`config.mk`:
```
export PLATFORM = sky130hd
export DESIGN_NAME = blink_sequencer
export DESIGN_NICKNAME = d
export VERILOG_FILES = /design/src/rtl/blink_sequencer_pkg.sv /design/src/rtl/blink_sequencer_step_timer.sv /design/src/rtl/blink_sequencer.sv
export SDC_FILE = /design/constraint.sdc
export NUM_CORES = 1
export LEC_CHECK = 0
export CORE_MARGIN = 10
export CORE_UTILIZATION = 49
export CTS_BUF_LIST = sky130_fd_sc_hd__clkbuf_2 sky130_fd_sc_hd__clkbuf_4 sky130_fd_sc_hd__clkbuf_8
export DETAILED_ROUTE_END_ITERATION = 7
export HOLD_SLACK_MARGIN = 0.03
export PLACE_DENSITY_LB_ADDON = 0.25
export SLEW_MARGIN = 30
export SYNTH_ARGS = -nofsm -noshare
export SYNTH_HDL_FRONTEND = slang
export SYNTH_SLANG_ARGS = --single-unit
```
`constraint.sdc`:
```
create_clock -name clk -period 3 [get_ports clk]
set_clock_uncertainty 0.2 [all_clocks]
set_input_delay 0.6 -clock clk [delete_from_list [all_inputs] [get_ports clk]]
set_output_delay 0.6 -clock clk [all_outputs]
set_load 0.1 [all_outputs]
```
`src/rtl/blink_sequencer_pkg.sv`:
```
// Shared definitions for the bike-light blink sequencer: mode encoding,
// default step durations and the duration normalisation helper.
package blink_sequencer_pkg;

    localparam int unsigned MODE_W = 2;
    typedef logic [MODE_W-1:0] mode_t;

    localparam mode_t MODE_OFF    = 2'd0;
    localparam mode_t MODE_STEADY = 2'd1;
    localparam mode_t MODE_FLASH  = 2'd2;
    localparam mode_t MODE_STROBE = 2'd3;

    localparam int unsigned DEF_CNT_W      = 9;
    localparam int unsigned DEF_FLASH_ON   = 16;
    localparam int unsigned DEF_FLASH_OFF  = 16;
    localparam int unsigned DEF_STROBE_ON  = 2;
    localparam int unsigned DEF_STROBE_GAP = 2;
    localparam int unsigned DEF_STROBE_OFF = 26;

    // Truncate a duration to the counter width; a zero-length step becomes one beat.
    function automatic int unsigned fix_dur(input int unsigned d, input int unsigned w);
        int unsigned t;
        t = (w >= 32) ? d : (d & ((32'd1 << w) - 32'd1));
        return (t == 0) ? 32'd1 : t;
    endfunction

endpackage

```
`src/rtl/blink_sequencer_step_timer.sv`:
```
// Loadable down-counter measuring the remaining beats of the active step.
module blink_sequencer_step_timer #(
    parameter int unsigned CNT_W = 9
) (
    input  logic             clk,
    input  logic             reset_n,
    input  logic             load,
    input  logic [CNT_W-1:0] load_value,
    input  logic             count_en,
    output logic [CNT_W-1:0] count,
    output logic             zero
);

    logic [CNT_W-1:0] count_q;

    always_ff @(posedge clk or negedge reset_n) begin
        if (!reset_n) begin
            count_q <= '0;
        end else if (load) begin
            count_q <= load_value;
        end else if (count_en && (count_q != '0)) begin
            count_q <= count_q - 1'b1;
        end
    end

    assign count = count_q;
    assign zero  = (count_q == '0);

endmodule

```
`src/rtl/blink_sequencer.sv`:
```
// Bike-light pattern controller: holds the light mode and walks that mode's
// on/off step table, each step lasting a fixed number of beats.
module blink_sequencer
    import blink_sequencer_pkg::*;
#(
    parameter int unsigned CNT_W      = DEF_CNT_W,
    parameter int unsigned FLASH_ON   = DEF_FLASH_ON,
    parameter int unsigned FLASH_OFF  = DEF_FLASH_OFF,
    parameter int unsigned STROBE_ON  = DEF_STROBE_ON,
    parameter int unsigned STROBE_GAP = DEF_STROBE_GAP,
    parameter int unsigned STROBE_OFF = DEF_STROBE_OFF
) (
    input  logic              clk,
    input  logic              reset_n,
    input  logic              beat,
    input  logic              mode_next,
    output logic              light_on,
    output logic [MODE_W-1:0] mode,
    output logic [1:0]        step_idx,
    output logic              step_done
);

    // Counter reload values are duration - 1 so a step spans exactly dur beats.
    localparam logic [CNT_W-1:0] FLASH_ON_LD   = CNT_W'(fix_dur(FLASH_ON, CNT_W) - 1);
    localparam logic [CNT_W-1:0] FLASH_OFF_LD  = CNT_W'(fix_dur(FLASH_OFF, CNT_W) - 1);
    localparam logic [CNT_W-1:0] STROBE_ON_LD  = CNT_W'(fix_dur(STROBE_ON, CNT_W) - 1);
    localparam logic [CNT_W-1:0] STROBE_GAP_LD = CNT_W'(fix_dur(STROBE_GAP, CNT_W) - 1);
    localparam logic [CNT_W-1:0] STROBE_OFF_LD = CNT_W'(fix_dur(STROBE_OFF, CNT_W) - 1);

    typedef struct packed {
        logic             level;
        logic [CNT_W-1:0] dur_m1;
        logic             last;
    } step_t;

    function automatic step_t lookup(input mode_t m, input logic [1:0] s);
        step_t r;
        r.level  = 1'b0;
        r.dur_m1 = '0;
        r.last   = 1'b1;
        case ({m, s})
            {MODE_STEADY, 2'd0}: r.level = 1'b1;
            {MODE_FLASH, 2'd0}:  begin r.level = 1'b1; r.dur_m1 = FLASH_ON_LD;  r.last = 1'b0; end
            {MODE_FLASH, 2'd1}:  r.dur_m1 = FLASH_OFF_LD;
            {MODE_STROBE, 2'd0}: begin r.level = 1'b1; r.dur_m1 = STROBE_ON_LD; r.last = 1'b0; end
            {MODE_STROBE, 2'd1}: begin r.dur_m1 = STROBE_GAP_LD; r.last = 1'b0; end
            {MODE_STROBE, 2'd2}: begin r.level = 1'b1; r.dur_m1 = STROBE_ON_LD; r.last = 1'b0; end
            {MODE_STROBE, 2'd3}: r.dur_m1 = STROBE_OFF_LD;
            default: ;
        endcase
        return r;
    endfunction

    mode_t            mode_q, mode_d, tgt_mode;
    logic [1:0]       step_q, step_d, tgt_step;
    logic             light_q, light_d;
    logic             done_q, done_d;
    logic             load, count_en, cnt_zero;
    logic [CNT_W-1:0] count;
    step_t            cur, tgt;

    always_comb begin
        mode_d   = mode_q;
        step_d   = step_q;
        light_d  = light_q;
        done_d   = 1'b0;
        load     = 1'b0;
        count_en = 1'b0;
        tgt_mode = mode_q;
        tgt_step = step_q;
        cur      = lookup(mode_q, step_q);
        // A mode change swallows any coincident beat.
        if (mode_next) begin
            tgt_mode = mode_q + mode_t'(1);
            tgt_step = 2'd0;
            load     = 1'b1;
        end else if (beat) begin
            if (cnt_zero) begin
                tgt_step = cur.last ? 2'd0 : step_q + 2'd1;
                load     = 1'b1;
                done_d   = 1'b1;
            end else begin
                count_en = 1'b1;
            end
        end
        tgt = lookup(tgt_mode, tgt_step);
        if (load) begin
            mode_d  = tgt_mode;
            step_d  = tgt_step;
            light_d = tgt.level;
        end
    end

    always_ff @(posedge clk or negedge reset_n) begin
        if (!reset_n) begin
            mode_q  <= MODE_OFF;
            step_q  <= 2'd0;
            light_q <= 1'b0;
            done_q  <= 1'b0;
        end else begin
            mode_q  <= mode_d;
            step_q  <= step_d;
            light_q <= light_d;
            done_q  <= done_d;
        end
    end

    blink_sequencer_step_timer #(
        .CNT_W(CNT_W)
    ) u_step_timer (
        .clk       (clk),
        .reset_n   (reset_n),
        .load      (load),
        .load_value(tgt.dur_m1),
        .count_en  (count_en),
        .count     (count),
        .zero      (cnt_zero)
    );

    assign light_on  = light_q;
    assign mode      = mode_q;
    assign step_idx  = step_q;
    assign step_done = done_q;

endmodule

```
## Word-level counts from Yosys, hierarchy flattened

Index checks and enable logic that the tools add are counted.

| word-level totals | value |
|---|---|
| register bits | 15 |
| output and inout bits | 6 |

| cells by class | value |
|---|---|
| equality and inequality tests | 11 |
| reduce and logical (&&, ||, !) cells | 8 |
| mux-type cells | 16 |
| add/sub/neg operators | 3 |

Operators by type and width:

| cell | count |
|---|---|
| 4-bit equality test (second input constant) | 10 |
| 9-bit two-way mux | 2 |
| 5-bit case mux with 3 select lines | 1 |
| 2-bit two-way mux | 5 |
| 9-bit zero test | 1 |
| 9-bit nonzero test | 1 |
| 9-bit by 1-bit subtractor with 9-bit output (second input constant) | 1 |
| 1-bit two-way mux | 8 |
| 4-bit OR reduction | 2 |
| 2-bit by 1-bit adder with 2-bit output (second input constant) | 2 |
| 4-bit by 3-bit equality test with 1-bit output (second input constant) | 1 |
| 3-bit OR reduction | 1 |
| 2-bit nonzero test | 1 |
| 2-bit OR reduction | 1 |
| 1-bit logical AND | 1 |

## Depth between registers and ports, before layout

Gate-level depths: netlist of run 1.

| depth | value |
|---|---|
| depth in word-level cells | 10 |
| gate-level depth with buffers | 7 |
| depth with buffers taken out | 6 |

## Modules after synthesis

From an unflattened synthesis of run 1, not the netlist that was laid out.

| unflattened totals | value |
|---|---|
| cell total of the unflattened synthesis | 124 |
| area, all modules | 1111.1 um^2 |

Modules (own cells, without submodules):

| module | area an instance (um^2) | seq. area each (um^2) | times used | cells each |
|---|---|---|---|---|
| blink_sequencer_step_timer | 624.3 | 225.2 | 1 | 75 |
| blink_sequencer | 486.7 | 150.1 | 1 | 49 |

## Least setup slack after synthesis of run 1

OpenSTA, ideal clock, no wires.

| timing | value |
|---|---|
| path type | register -> register |
| start | register step_q[0] (netlist: step_idx[0]) |
| end | register u_step_timer.count_q[4] (netlist: u_step_timer.count[4]) |
| stages on the path, launching flop included | 7 |
| path slack | 225 ps |
| arrival time | 2493 ps |
| data required time | 2718 ps |
| path through | dfrtp_1 > inv_1 > ha_1 > o211ai_1 > nand2_1 > or4b_2 > o22ai_1 |

| between the ends | value |
|---|---|
| longest elaborated chain between the ends | 10 |

Ends and longest elaborated chain:

| item | line | RTL |
|---|---|---|
| start, declared | blink_sequencer.sv:55 | `logic [1:0] step_q, step_d, tgt_step;` |
| start signal, assigned | blink_sequencer.sv:102 | `step_q <= step_d;` |
| 4-bit equality test, on equally long branches | - |  |
| 4-bit OR reduction (no source line) | - |  |
| 2-bit two-way mux | blink_sequencer.sv:79 | `tgt_step = cur.last ? 2'd0 : step_q + 2'd1;` |
| 2-bit two-way mux | blink_sequencer.sv:78 | `if (cnt_zero) begin` |
| 2-bit two-way mux * | blink_sequencer.sv:77 | `end else if (beat) begin` |
| 2-bit two-way mux * | blink_sequencer.sv:73 | `if (mode_next) begin` |
| 4-bit equality test, on equally long branches | - |  |
| 3-bit OR reduction (no source line) / 2-bit OR reduction (equally long branches) | - |  |
| 5-bit case mux with 3 select lines * | blink_sequencer.sv:41 | `case ({m, s})` |
| 9-bit two-way mux * | blink_sequencer_step_timer.sv:19 | `end else if (load) begin` |
| end signal, assigned | blink_sequencer_step_timer.sv:20 | `count_q <= load_value;` |
| end signal, assigned | blink_sequencer_step_timer.sv:22 | `count_q <= count_q - 1'b1;` |
| end, declared | blink_sequencer_step_timer.sv:14 | `logic [CNT_W-1:0] count_q;` |

Every way passes the cells marked *; elsewhere a longest branch is shown, timed or not.
A chain may end at the register's enable or synchronous reset.

## Worst setup path in the final report of run 1

| timing | value |
|---|---|
| start | input port beat |
| end | register u_step_timer.count_q[0] (netlist: u_step_timer.count[0]) |

| between the ends | value |
|---|---|
| longest elaborated chain between the ends | 6 |

Ends and longest elaborated chain:

| item | line | RTL |
|---|---|---|
| start, declared | blink_sequencer.sv:15 | `input logic beat,` |
| 2-bit two-way mux | blink_sequencer.sv:77 |  |
| 2-bit two-way mux | blink_sequencer.sv:73 |  |
| 4-bit equality test, on equally long branches | - |  |
| 3-bit OR reduction (no source line) / 2-bit OR reduction (equally long branches) | - |  |
| 5-bit case mux with 3 select lines | blink_sequencer.sv:41 |  |
| 9-bit two-way mux | blink_sequencer_step_timer.sv:19 |  |

Parallel ways exist; a longest one is shown, timed or not.

==> results of run 1 <==
registers in the layout (all words and copies together), names as in the netlist:
| signal | cells |
|---|---|
| u_step_timer.count | 9 |
| mode | 2 |
| step_idx | 2 |
| light_on | 1 |
| step_done | 1 |
layout make-up:
cell class / instances / area, µm²
fillers: 191 / 801
well taps: 27 / 33.8
clock buffers: 3 / 22.5
clock inverters: 1 / 7.51
flip-flops and latches: 15 / 375
inverters: 8 / 30.0
repair buffers: 13 / 105
multi-input cells: 80 / 567
critical path, cell delays in order:
cell and delay (ps):
clkdlybuf4s50_1 470, or4bb_1 470, or3_1 440, a221oi_2 310, o32a_1 180
path summary, 6_finish.rpt:
path | start | to | slack, ps | cells after the start
setup / recovery | beat | u_step_timer.count[0] | 560 | 5
hold / removal | light_on | light_on | 350 | 1
setup reg to reg | u_step_timer.count[0] | u_step_timer.count[0] | 580 | 6
hold reg to reg | light_on | light_on | 350 | 1
max in group asynchronous | reset_n | u_step_timer.count[7] | 1640 | 1
min in group asynchronous | reset_n | step_idx[0] | 520 | 1
logic make-up after synthesis:
| logic type | count (synthesis) | synth area share (%) |
|---|---|---|
| xor gates and xnor gates | 7 | 6.18 |
| buffers and inverters | 11 | 5.04 |
| and+or+nand+nor | 36 | 19.0 |
| adders and majority gates | 7 | 8.83 |
| muxes | 1 | 1.01 |
| AOI/OAI and AO/OA | 29 | 22.1 |
| DFF | 15 | 37.8 |
stage by stage:
stage / hold WS [ps] / total power (µW) / cell area, µm² / util [%] / instances
4_1_cts: 360 / 1140 / 1140 / 58.8 / 147
2_1_floorplan: 104 / 856 / 992 / - / 106
3_3_place_gp: 319 / 988 / 1110 / 57.2 / 143
3_5_place_dp: 334 / 1010 / 1110 / 57.2 / 143
5_1_grt: 390 / 1210 / 1140 / 58.8 / 147
6_report: 354 / 1130 / 1140 / 58.8 / 147
placed cells by master (no fill, tap or decap), types with 2 or more instances in the layout:
cell and instances:
a21oi_1 5, buf_4 10, clkbuf_4 3, clkdlybuf4s50_1 3
dfrtp_1 15, ha_1 7, inv_1 8, nand2_1 5
nand2b_1 2, nor2_1 13, nor3_1 4, nor4_1 2
o211ai_1 3, o21a_1 4, o21ai_0 2, o22ai_1 2
or2_2 2, or3_1 3, xnor2_1 5, xor2_1 2
per-layer routing:
layer	vias up	GRT usage, %	share of wire, %
li1	412	-	-
met1	405	13.7	44
met2	25	18.0	48
met3	2	3.09	6.8
met4	0	3.48	0.40
met5	-	0	0
report_power, final:
part	leakage [µW]	internal (µW)	total (µW)	switching (µW)
clock	0.0000139	50.5	123	72.9
sequential	0.000192	268	348	80.1
combinational	0.000290	233	659	426
total	0.000496	552	1130	579
==> impl_metrics.py, run 1 <==
metrics = {
    "global_routing": {
        "antenna_found_initial": 0,
        "grt_overflow": 0,
        "track_usage_pct": 11.0,
        "grt_max_degree": 16,
        "grt_pass1_vias": 855,
        "grt_pass1_wl_um": 3790,
    },
    "setup_path": {
        "endpoint_kind": "flop",
        "crit_type": "primary input to flop",
        "critPathArrivalTime_ps": 2470,
        "required_ps": 3030,
        "startpoint_type": "primary input",
        "cp_max_fo": 6,
    },
    "detailed_routing": {
        "drt-pass1-iter-count": 4,
        "vias_per_cell": 5.74,
        "route.detailed.drc": 0,
        "ant_nets": 0,
        "drt_wl_total_um": 2230,
        "drt_iter0_drc": 41,
        "vias": 844,
        "wl_per_cell_um": 15.1,
    },
    "timing": {
        "clock.fmax_mhz": 410,
        "fin_setup_tns_ps": 0,
        "hold_viol_final": 0,
        "grt_setup_unrepaired": "false",
        "final-setup-viol-count": 0,
        "fin_crit_sh_pct": 81.2,
        "slew_headroom_pct": 53.8,
        "min_period_ps": 2440,
        "drv_slew": 0,
        "fin_ws_ps": 563,
        "worst_pin_slew_ps": 690,
    },
    "synth": {
        "synth_top_area_share_pct": 37.8,
        "async_flop_share_pct": 100,
        "syn_inst": 106,
        "synth_largest_area_cell": "dfrtp_1",
        "synth_commonest_cells": "dfrtp_1, nor2_1, inv_1",
        "syn_area_per_cell_um2": 9.36,
        "synth.distinct_cells": 39,
        "synth_enable_flop_cells": 0,
        "synth_nets": 117,
        "yosysSeqAreaShare_pct": 37.8,
        "synthTopCellsByArea": "dfrtp_1, ha_1, nor2_1",
        "synthMostInstantiatedCell": "dfrtp_1",
        "ys_ff_latch": 15,
        "yosysWarnings": 0,
        "syn_area_um2": 992,
        "synthFlopType": "dfrtp_1",
    },
    "cts": {
        "hold_buffers": 0,
        "cts_made_buffers": 3,
        "htree_num_levels": 1,
        "cts_root_buffer": "clkbuf_4",
        "clkSlewWorstSetupHoldPaths_ps": 110,
        "cts_sinks": 15,
        "cts.path.max_buffers": 2,
        "cts_resized": 0,
        "postCtsSetupBuffers": 0,
        "clk_latency_ps": 290,
        "tritoncts": "yes",
    },
    "pwr": {
        "leakage_uw": 0.000496,
        "ir_worst_vdd_v": 0.000741,
        "powerDensity_nw_per_um2": 991,
    },
    "die": {
        "initial_core_util_pct": 51.1,
        "row_count": 16,
        "die_h_um": 65,
        "fp.dieW_um": 65,
        "dieArea_um2": 4230,
        "io_pins": 10,
        "core_um2": 1940,
    },
    "layout": {
        "fin_nets": 132,
        "drive_gt1_share_pct": 16.7,
        "syn_to_final_growth_pct": 15.0,
        "diodes": 0,
    },
    "status": {
        "status": "complete, no violations",
    },
    "placement": {
        "hpwl_um": 1720,
        "gp_congestion": 0.879,
        "portBuffers": 9,
        "dp_slack_ps": 252,
    },
    "flow_run": {
        "cap_violations": 0,
    },
    "min_path": {
        "min_path_type": "flop to flop",
    },
}
Note: power is estimated with default switching activity, not from simulation.
==> run 2: changes to the inputs <==
==> constraint.sdc (replaced) <==
create_clock -name clk -period 2.1 [get_ports clk]
set_clock_uncertainty 0.2 [all_clocks]
set_input_delay 0.42 -clock clk [delete_from_list [all_inputs] [get_ports clk]]
set_output_delay 0.42 -clock clk [all_outputs]
set_load 0.1 [all_outputs]
==> run 2 against run 1 <==
Against the previous run:
- the flow now finishes with violations (setup timing)
- combinational power up 100%
- cell count up 16%
- global-route usage up 2.1 points
- final area up 27%
- worst setup slack worse by 680 ps
- clock power up 49%
==> impl_metrics.py, run 2 (same netlist as run 1, synthesis figures left out) <==
metrics = {
    "status": {
        "status": "complete, but fails checks",
        "violations": "setup timing",
    },
    "timing": {
        "min_period_ps": 2220,
        "fin_ws_ps": -118,
        "slew_headroom_pct": 68.2,
        "final-setup-viol-count": 4,
        "fin_crit_sh_pct": 106,
        "hold_viol_final": 0,
        "worst_pin_slew_ps": 474,
        "clock.fmax_mhz": 451,
        "drv_slew": 0,
        "fin_setup_tns_ps": -262,
        "grt_setup_unrepaired": "true",
    },
    "placement": {
        "gp_congestion": 0.894,
        "placedCellCount": 165,
        "dp_slack_ps": -537,
        "portBuffers": 9,
        "hpwl_um": 2030,
    },
    "cts": {
        "cts_sinks": 15,
        "clkSlewWorstSetupHoldPaths_ps": 90,
        "tritoncts": "yes",
        "hold_buffers": 0,
        "cts_made_buffers": 3,
        "cts.path.max_buffers": 2,
        "cts_root_buffer": "clkbuf_4",
        "clk_latency_ps": 290,
        "htree_num_levels": 1,
    },
    "setup_path": {
        "r2r-start": "u_step_timer.count[1]",
        "timing.rr.end": "u_step_timer.count[2]",
        "reg2reg_depth": 6,
        "critPathArrivalTime_ps": 2250,
        "slowest_delay_ps": 510,
        "endpoint_kind": "flop",
        "startpoint_type": "flop",
        "crit_path_top_delay_cell": "or4_4",
        "worstPathCellList": "inv_2 > ha_1 > or4bb_4 > or4_4 > o211ai_1 > o211a_1",
        "crit_type": "flop to flop",
        "r2r_slack_ps": -120,
        "required_ps": 2140,
        "cp_max_fo": 4,
    },
    "die": {
        "fp.dieW_um": 65,
        "io_pins": 10,
        "initial_core_util_pct": 51.1,
        "dieArea_um2": 4230,
        "die_h_um": 65,
        "core_um2": 1940,
        "row_count": 16,
    },
    "flow_run": {
        "cap_violations": 0,
    },
    "detailed_routing": {
        "wl_per_cell_um": 15.7,
        "drt-pass1-iter-count": 4,
        "route.detailed.drc": 0,
        "ant_nets": 0,
        "vias_per_cell": 5.95,
        "vias": 1011,
        "drt_wl_total_um": 2660,
        "drt_iter0_drc": 59,
    },
    "layout": {
        "fin_nets": 155,
        "final_util_pct": 74.4,
        "syn_to_final_growth_pct": 45.5,
        "stdcell_count": 170,
        "largest_register_ffs": 9,
        "final_common_cell": "buf_4",
        "drive_gt1_share_pct": 41.3,
        "diodes": 0,
        "final_cell_mix": "buf_4, nor2_1, dfrtp_1",
    },
    "global_routing": {
        "grt_overflow": 0,
        "grt_pass1_vias": 1011,
        "track_usage_pct": 13.1,
        "grt_pass1_wl_um": 4480,
        "grt_max_degree": 10,
        "antenna_found_initial": 0,
    },
    "pwr": {
        "ir_worst_vdd_v": 0.00116,
        "leakage_uw": 0.000643,
        "powerDensity_nw_per_um2": 1400,
        "fin_total_pwr_uw": 2020,
    },
    "min_path": {
        "min_path_type": "primary input to asynchronous set/reset pin",
    },
}
==> run 2: final cells by class <==
type	instances	area [µm²]
multi-input combinational	80	614
inverter	8	32.5
clock buffer	4	30.0
timing repair buffer	36	343
fill	161	498
sequential	15	390
tap	27	33.8
==> run 2: metal layers <==
| metal | routed length (µm) | up-vias | GRT usage, % |
|---|---|---|---|
| li1 | - | 463 | - |
| met1 | 1090 | 494 | 15.3 |
| met2 | 1330 | 48 | 21.6 |
| met3 | 199 | 6 | 3.78 |
| met4 | 38 | 0 | 6.15 |
| met5 | 0 | - | 0 |
==> run 2: where the power goes <==
part / switching (µW) / leakage, µW / internal, µW
Clock: 96.3 / 0.0000184 / 87.0
Combinational: 737 / 0.000438 / 602
Sequential: 100 / 0.000187 / 399
Total: 934 / 0.000643 / 1090
==> run 2: worst max-delay path by stage <==
| stage | start | end | slack (ps) | cells after the start |
|---|---|---|---|---|
| 2_1_floorplan | u_step_timer.count[0] | u_step_timer.count[3] | -60 | 7 |
| 3_3_place_gp | beat | u_step_timer.count[1] | -440 | 5 |
| 3_5_place_dp | beat | u_step_timer.count[1] | -540 | 5 |
| 4_1_cts | u_step_timer.count[0] | u_step_timer.count[2] | -60 | 6 |
| 5_1_grt | u_step_timer.count[0] | u_step_timer.count[2] | -180 | 6 |
| 6_report | u_step_timer.count[1] | u_step_timer.count[2] | -120 | 6 |
==> run 2: per-stage QoR <==
stage | area, µm² | hold WS, ps
2_1_floorplan | 1030 | -75.6
6_report | 1440 | 184
5_1_grt | 1440 | 188
4_1_cts | 1430 | 187
3_5_place_dp | 1380 | 352
3_3_place_gp | 1380 | 338
==> run 2: timing repair <==
item | 4_1_cts | 5_1_grt
pin swaps | 3 | 3
endpoints found under the setup margin | 13 | 11
buffers inserted | 1 | 0
gates resized for setup | 7 | 3
==> run 2: critical path: cells and delay by family, from the launching register on <==
kind	cells	cell delay, ps
AOI/OAI and AO/OA	2	370
adders and majority gates	1	120
buffers and inverters	1	70
DFF	1	410
and+or+nand+nor	2	990
